## config.mk

```make
export PLATFORM = sky130hd
export DESIGN_NAME = serial_addsub
export DESIGN_NICKNAME = d
export VERILOG_FILES = /design/src/rtl/serial_addsub_pkg.sv /design/src/rtl/fullAdder_1b.sv /design/src/rtl/serial_addsub.sv
export SDC_FILE = /design/constraint.sdc
export NUM_CORES = 1
export LEC_CHECK = 0
export BUFFER_PORTS_ARGS = -buffer_cell sky130_fd_sc_hd__buf_2
export CORE_UTILIZATION = 23
export CTS_CLUSTER_DIAMETER = 50
export DETAILED_ROUTE_END_ITERATION = 10
export PLACE_DENSITY_LB_ADDON = 0.25
export SYNTH_ARGS = -nofsm -noshare
export SYNTH_HDL_FRONTEND = slang
export SYNTH_SLANG_ARGS = --single-unit
```

## constraint.sdc

```tcl
create_clock -name clk -period 4.1 [get_ports clk]
set_clock_uncertainty 0.2 [all_clocks]
set_input_delay 0.82 -clock clk [delete_from_list [all_inputs] [get_ports clk]]
set_output_delay 0.82 -clock clk [all_outputs]
set_load 0.01 [all_outputs]
```

## src/rtl/serial_addsub_pkg.sv

```systemverilog
// Shared definitions for the bit-serial add/subtract unit.
//   - FSM state encoding (IDLE / RUN / DONE)
//   - opcode values carried on the 'sub' input
package serial_addsub_pkg;

    localparam logic [1:0] ST_IDLE = 2'b00;
    localparam logic [1:0] ST_RUN  = 2'b01;
    localparam logic [1:0] ST_DONE = 2'b10;

    localparam logic OP_ADD = 1'b0;
    localparam logic OP_SUB = 1'b1;

endpackage

```

## src/rtl/fullAdder_1b.sv

```systemverilog
// Single-bit full adder cell used by the serial add/subtract unit.
// Ports:
//   A, B   : operand bits
//   C_in   : carry in
//   S      : sum bit
//   C_out  : carry out
module fullAdder_1b (
    input  logic A,
    input  logic B,
    input  logic C_in,
    output logic S,
    output logic C_out
);

    assign S     = A ^ B ^ C_in;
    assign C_out = (A & B) | (C_in & (A ^ B));

endmodule

```

## src/rtl/serial_addsub.sv

```systemverilog
// Bit-serial add/subtract unit. One full-adder cell processes one bit pair
// per clock, LSB first, so a WIDTH-bit operation takes WIDTH RUN cycles.
//
// state | meaning
// ------+------------------------------------------------------------
// IDLE  | waiting for start
// RUN   | one bit pair per clock through the full adder
// DONE  | one-cycle result pulse; a new start is accepted here too
//
// Ports:
//   clk, rst_n : clock (rising edge), async active-low reset
//   start      : request a new operation (ignored while busy)
//   sub        : 0 = a+b, 1 = a-b (sampled with start)
//   a, b       : operands (sampled with start)
//   busy       : high while bits are processed
//   done       : single-cycle pulse when results update
//   sum        : result of the last completed operation
//   c_out      : carry out of the MSB (for subtract, 1 = no borrow)
//   ovf        : two's-complement overflow of the last operation
//   zero       : sum == 0 for the last operation
module serial_addsub
    import serial_addsub_pkg::*;
#(
    parameter int WIDTH = 16
) (
    input  logic             clk,
    input  logic             rst_n,
    input  logic             start,
    input  logic             sub,
    input  logic [WIDTH-1:0] a,
    input  logic [WIDTH-1:0] b,
    output logic             busy,
    output logic             done,
    output logic [WIDTH-1:0] sum,
    output logic             c_out,
    output logic             ovf,
    output logic             zero
);

    localparam int             CW       = $clog2(WIDTH) + 1;
    localparam logic [CW-1:0]  LAST_BIT = CW'(WIDTH - 1);

    logic [1:0]       state;
    logic [WIDTH-1:0] sa;
    logic [WIDTH-1:0] sb;
    logic [WIDTH-1:0] work;
    logic [WIDTH-1:0] next_work;
    logic             carry;
    logic [CW-1:0]    cnt;
    logic             fa_s;
    logic             fa_cout;

    fullAdder_1b u_fa (
        .A     (sa[0]),
        .B     (sb[0]),
        .C_in  (carry),
        .S     (fa_s),
        .C_out (fa_cout)
    );

    // Sum bits enter at the MSB so that after WIDTH shifts bit 0 sits at the LSB.
    assign next_work = {fa_s, work[WIDTH-1:1]};

    always_ff @(posedge clk or negedge rst_n) begin
        if (!rst_n) begin
            state <= ST_IDLE;
            sa    <= '0;
            sb    <= '0;
            work  <= '0;
            carry <= 1'b0;
            cnt   <= '0;
            sum   <= '0;
            c_out <= 1'b0;
            ovf   <= 1'b0;
            zero  <= 1'b0;
        end else begin
            case (state)
                ST_IDLE, ST_DONE: begin
                    if (start) begin
                        sa    <= a;
                        // Subtraction is a + ~b + 1: invert b and seed the carry.
                        sb    <= (sub == OP_SUB) ? ~b : b;
                        carry <= sub;
                        cnt   <= '0;
                        state <= ST_RUN;
                    end else begin
                        state <= ST_IDLE;
                    end
                end
                ST_RUN: begin
                    sa    <= sa >> 1;
                    sb    <= sb >> 1;
                    work  <= next_work;
                    carry <= fa_cout;
                    cnt   <= cnt + CW'(1);
                    if (cnt == LAST_BIT) begin
                        state <= ST_DONE;
                        sum   <= next_work;
                        c_out <= fa_cout;
                        // Carry into vs. out of the sign bit disagree on overflow.
                        ovf   <= carry ^ fa_cout;
                        zero  <= (next_work == '0);
                    end
                end
                default: state <= ST_IDLE;
            endcase
        end
    end

    assign busy = (state == ST_RUN);
    assign done = (state == ST_DONE);

endmodule

```

[Word level (Yosys, flattened, before mapping)]
Index checks and enable logic that the tools add are counted.
Cells by class
  multiplexer cells: 12
  add/sub/neg operators: 1
  bitwise gates (word level): 7
  eq/ne operators: 5
  reductions and logical operators: 6
Operators by type and width (number)
  one-hot mux 16 bit (2 select lines): 2
  2-to-1 mux 16 bit: 3
  zero test 16 bit: 1
  NOT 16 bit: 1
  one-hot mux 5 bit (2 select lines): 1
  adder 5 x 1 -> 5 bit, second input constant: 1
  equality test 5 x 4 -> 1 bit, second input constant: 1
  2-to-1 mux 5 bit: 1
  one-hot mux 2 bit (2 select lines): 1
  AND reduction 2 bit: 2
  XOR 1 bit: 3
  bitwise AND 1 bit: 2
  equality test 2 x 1 -> 1 bit, second input constant: 1
  equality test 2 bit, second input constant: 1
  zero test 2 bit: 1
  2-to-1 mux 1 bit: 2
  2-to-1 mux 2 bit: 1
  != test 2 x 1 -> 1 bit, second input constant: 1
  != test 2 bit, second input constant: 1
  one-hot mux 1 bit (2 select lines): 1
  nonzero test 2 bit: 1
  OR reduction 2 bit: 1
  bitwise OR 1 bit: 1
Storage, ports and cells
  logic and storage cells: 41
  input port bits: 36
  bits in registers: 75
  output and inout port bits: 21

[Longest topological paths before layout]
  depth in word-level cells: 4
  depth in mapped cells: 7

[By module]
A second synthesis with hierarchy kept.
Second synthesis, totals
  cell total of the unflattened synthesis: 286
  area, all modules: 3188.1 sq um
Modules (own cells, without submodules)
  serial_addsub: times used 1, cells an instance 285, seq. area each 1851.8 sq um, area each 3168.0 sq um
  fullAdder_1b: times used 1, cells an instance 1, seq. area each 0.0 sq um, area each 20.0 sq um

[Worst setup path before layout]
OpenSTA, ideal clock, no wires.
  kind: register to output
  start: register state[1]
  end: output busy
  stages on the path, launching flop included: 5
  path slack: 2.088 ns
  arrival: 0.992 ns
  data required time: 3.080 ns
  path buffers: 2
  cell sequence: dfrtp_1 nand2b_1 inv_2 buf_2 buf_2
On the way
  longest elaborated chain between the ends: 1
Ends and longest elaborated chain
  start: declaration: RTL line serial_addsub.sv:43  | logic [1:0] state;
  start signal: assignment: RTL line serial_addsub.sv:66  | state <= ST_IDLE;
  start signal: assignment: RTL line serial_addsub.sv:85  | state <= ST_RUN;
  start signal: assignment: RTL line serial_addsub.sv:87  | state <= ST_IDLE;
  equality test 2 x 1 -> 1 bit: RTL line serial_addsub.sv:110  | assign busy = (state == ST_RUN);
  end: declaration: RTL line serial_addsub.sv:32  | output logic busy,
Every way passes these cells.

[Worst setup path after layout]
  start: register state[0]
  end: output busy
The elaborated chain is that of the path after synthesis.

==> impl_metrics.ini <==
[status]
outcome = completed

[clock_network]
cts-buffers-inserted = 9
cts.sinks = 74
cts_buffer_depth = 2
hold_buffers = 0
htreeDepth = 3
cts_resized = 0
root_buffer = clkbuf_16
clk_pin_slew_ns = 0.06
post-cts-setup-buffers = 0
cts_tree = built
insertion_delay_ns = 0.33

[yosys]
syn_nets = 325
yosys.area.top_type_share_pct = 58.1
synth_top_cell_by_area = dfrtp_1
async_flop_share_pct = 100
synth-main-ff-cell = dfrtp_1
synth_cell_types = 30
synth-seq-area-share_pct = 58.1
synth_most_common_cell = dfrtp_1
yosysWarnings = 0
avgSynthCellArea_um2 = 11.1
ys_ff_latch = 74
synth_edf_count = 0
synthCells = 286
synth_common_cells = 74 x dfrtp_1, 64 x nand2_1, 17 x mux2_2, 17 x nand3_1
netlist_area_um2 = 3190
ys_top_cells_by_area = dfrtp_1 58%, nand2_1 7.5%, mux2_2 6.0%

[setup_path]
path_cells = nand2b_1, buf_4, inv_2, buf_2
critPathMaxFanout = 38
crit_path_top_delay_cell = dfrtp_1
cp.depth = 4
startpoint_type = flip-flop
setup.worst_path.class = reg -> out
r2r_slack_ns = 1.58
critPathMaxStageDelay_ns = 0.43
cp.arrival_ns = 1.65
critPathBufInv = 3
cp-end-kind = primary output
reg2reg_depth = 5
cp_top_family = buffers and inverters
critical_path_required_ns = 3.08

[cells_and_area]
drive_above_1_share_pct = 27.5
area_delta_synth_final_pct = 21.9
post-route-util_pct = 29.0
nets = 376

[timing]
slew_headroom_pct = 29.1
tightest_slew_ns = 1.06
finalMaxSlewViolations = 0
max_freq_mhz = 375
finalCriticalPeriod_ns = 2.67
hold_viol_final = 0
finalSetupViolations = 0
whs_ns = 0.274
fin_ws_ns = 1.43
period_share_pct = 65.1
rsz0062_at_grt = false
setup_tns_ns = 0

[detailed_routing]
dr.pass1.iters = 4
drc = 0
viasPerCell = 4.39
vias = 2277
wl_mm = 7.12
antenna_left = 0
wl_per_cell_um = 13.7
drt_first_iter_violations = 232

[global_routing]
grt_first_pass_wirelength_mm = 11.7
antenna_found_initial = 2
overflow = 0
grt_pass1_vias = 2221
grt_max_degree = 75
grt.total_usage_pct = 10.7

[power]
max-vdd-ir-drop_mv = 0.233
power.switching_w = 0.00104
seqPwrFrac_pct = 43.1
swShare_pct = 35.5
p_clk_share_pct = 24.8
p_leak_nw = 1.89
powerDensity_nw_per_um2 = 754
pwr-share-comb_pct = 32.1
p_int_w = 0.00189

[floorplanning]
dieArea_um2 = 14300
core.rowCount = 42
io_pins = 57
core_um2 = 13400
dieWidth_um = 120
start_util_pct = 23.8
die_height_um = 120

[worst_hold_path]
min_path_type = reg -> reg
holdPathStages = 1

[run]
maxCapViolCount = 0

[placed_design]
gp_congestion = 0.705
pre_cts_slack_ns = 1.52
port_buffers = 56
dp_hpwl_mm = 4.58
[registers in the layout (all words and copies together), names as in the netlist, 2 cells and up]
register,count
sa,16
cnt,5
sum,16
sb,16
work,15
state,2
[logic make-up after synthesis]
kind of cell	after synthesis	synth area share, %
adder cells (fa/ha/maj)	3	1.41
AO/OA/AOI/OAI	40	10.4
multiplexers	19	6.63
buffers and inverters	23	3.81
AND/OR/NAND/NOR	110	15.0
flip-flops	74	58.1
XOR/XNOR	17	4.67
[power by group through the flow]
stage               Sequential [W]  Combinational (W)  Clock (W)
floorplan                  0.00124           0.000698          0
global placement           0.00127           0.000932          0
detailed placement         0.00127           0.000959          0
CTS                        0.00126           0.000957   0.000745
global route               0.00131            0.00107   0.000782
finish                     0.00126           0.000941   0.000726
[worst register-to-register path, stage by stage (launching register included)]
cell      delay [ns]
dfrtp_1         0.38
ha_1            0.19
and3_1          0.17
ha_1            0.17
nand3b_1        0.72
mux2_2          0.57
[through the flow]
| stage | total power, W | instance area, um2 | std cells |
|---|---|---|---|
| after floorplan | 0.00194 | 3190 | 286 |
| after global placement | 0.00220 | 3610 | 502 |
| after detailed placement | 0.00223 | 3610 | 502 |
| after CTS | 0.00296 | 3880 | 518 |
| after global routing | 0.00316 | 3880 | 518 |
| final | 0.00293 | 3890 | 519 |
[final cells by class]
| cell class | count | area (um2) |
|---|---|---|
| clock inverters | 5 | 30.0 |
| inverters | 3 | 11.3 |
| clock buffers | 11 | 243 |
| fillers | 1414 | 9510 |
| well taps | 176 | 220 |
| diodes | 1 | 2.50 |
| repair buffers | 60 | 313 |
| flip-flops and latches | 74 | 1850 |
| multi-input cells | 189 | 1210 |
[path summary, 6_finish.rpt]
path	start	endpoint
max	state[0]$_DFFE_PN0P_	busy
min	cnt[3]$_DFFE_PN0P_	cnt[3]$_DFFE_PN0P_
max reg2reg	cnt[0]$_DFFE_PN0P_	sum[15]$_DFFE_PN0P_
min reg2reg	cnt[3]$_DFFE_PN0P_	cnt[3]$_DFFE_PN0P_
max in group asynchronous	rst_n	sb[15]$_DFFE_PN0P_
min in group asynchronous	rst_n	sum[11]$_DFFE_PN0P_
[metal layers]
| layer | share of wire [%] | track usage (%) | up-vias |
|---|---|---|---|
| li1 | - | - | 1093 |
| met1 | 48 | 14.1 | 1104 |
| met2 | 44 | 15.6 | 64 |
| met3 | 5.9 | 2.99 | 14 |
| met4 | 2.2 | 6.09 | 2 |
| met5 | 0.18 | 0 | - |
[cells in the final DEF (no fill, tap or decap), drive strengths merged]
master,count
clkinv,3
mux2i,2
nor2b,2
a22o,3
buf,60
a221o,15
nand4,2
nand3,17
o21ai,4
xnor2,16
nand2,64
inv,3
a21o,1
clkbuf,11
xor2,1
nor4,4
clkinvlp,2
o2bb2ai,1
nor3b,1
ha,2
mux2,17
nand3b,1
dfrtp,74
fa,1
nor2,16
and3,1
diode,1
nand2b,2
a22oi,16
(Power assumes the default switching activity.)
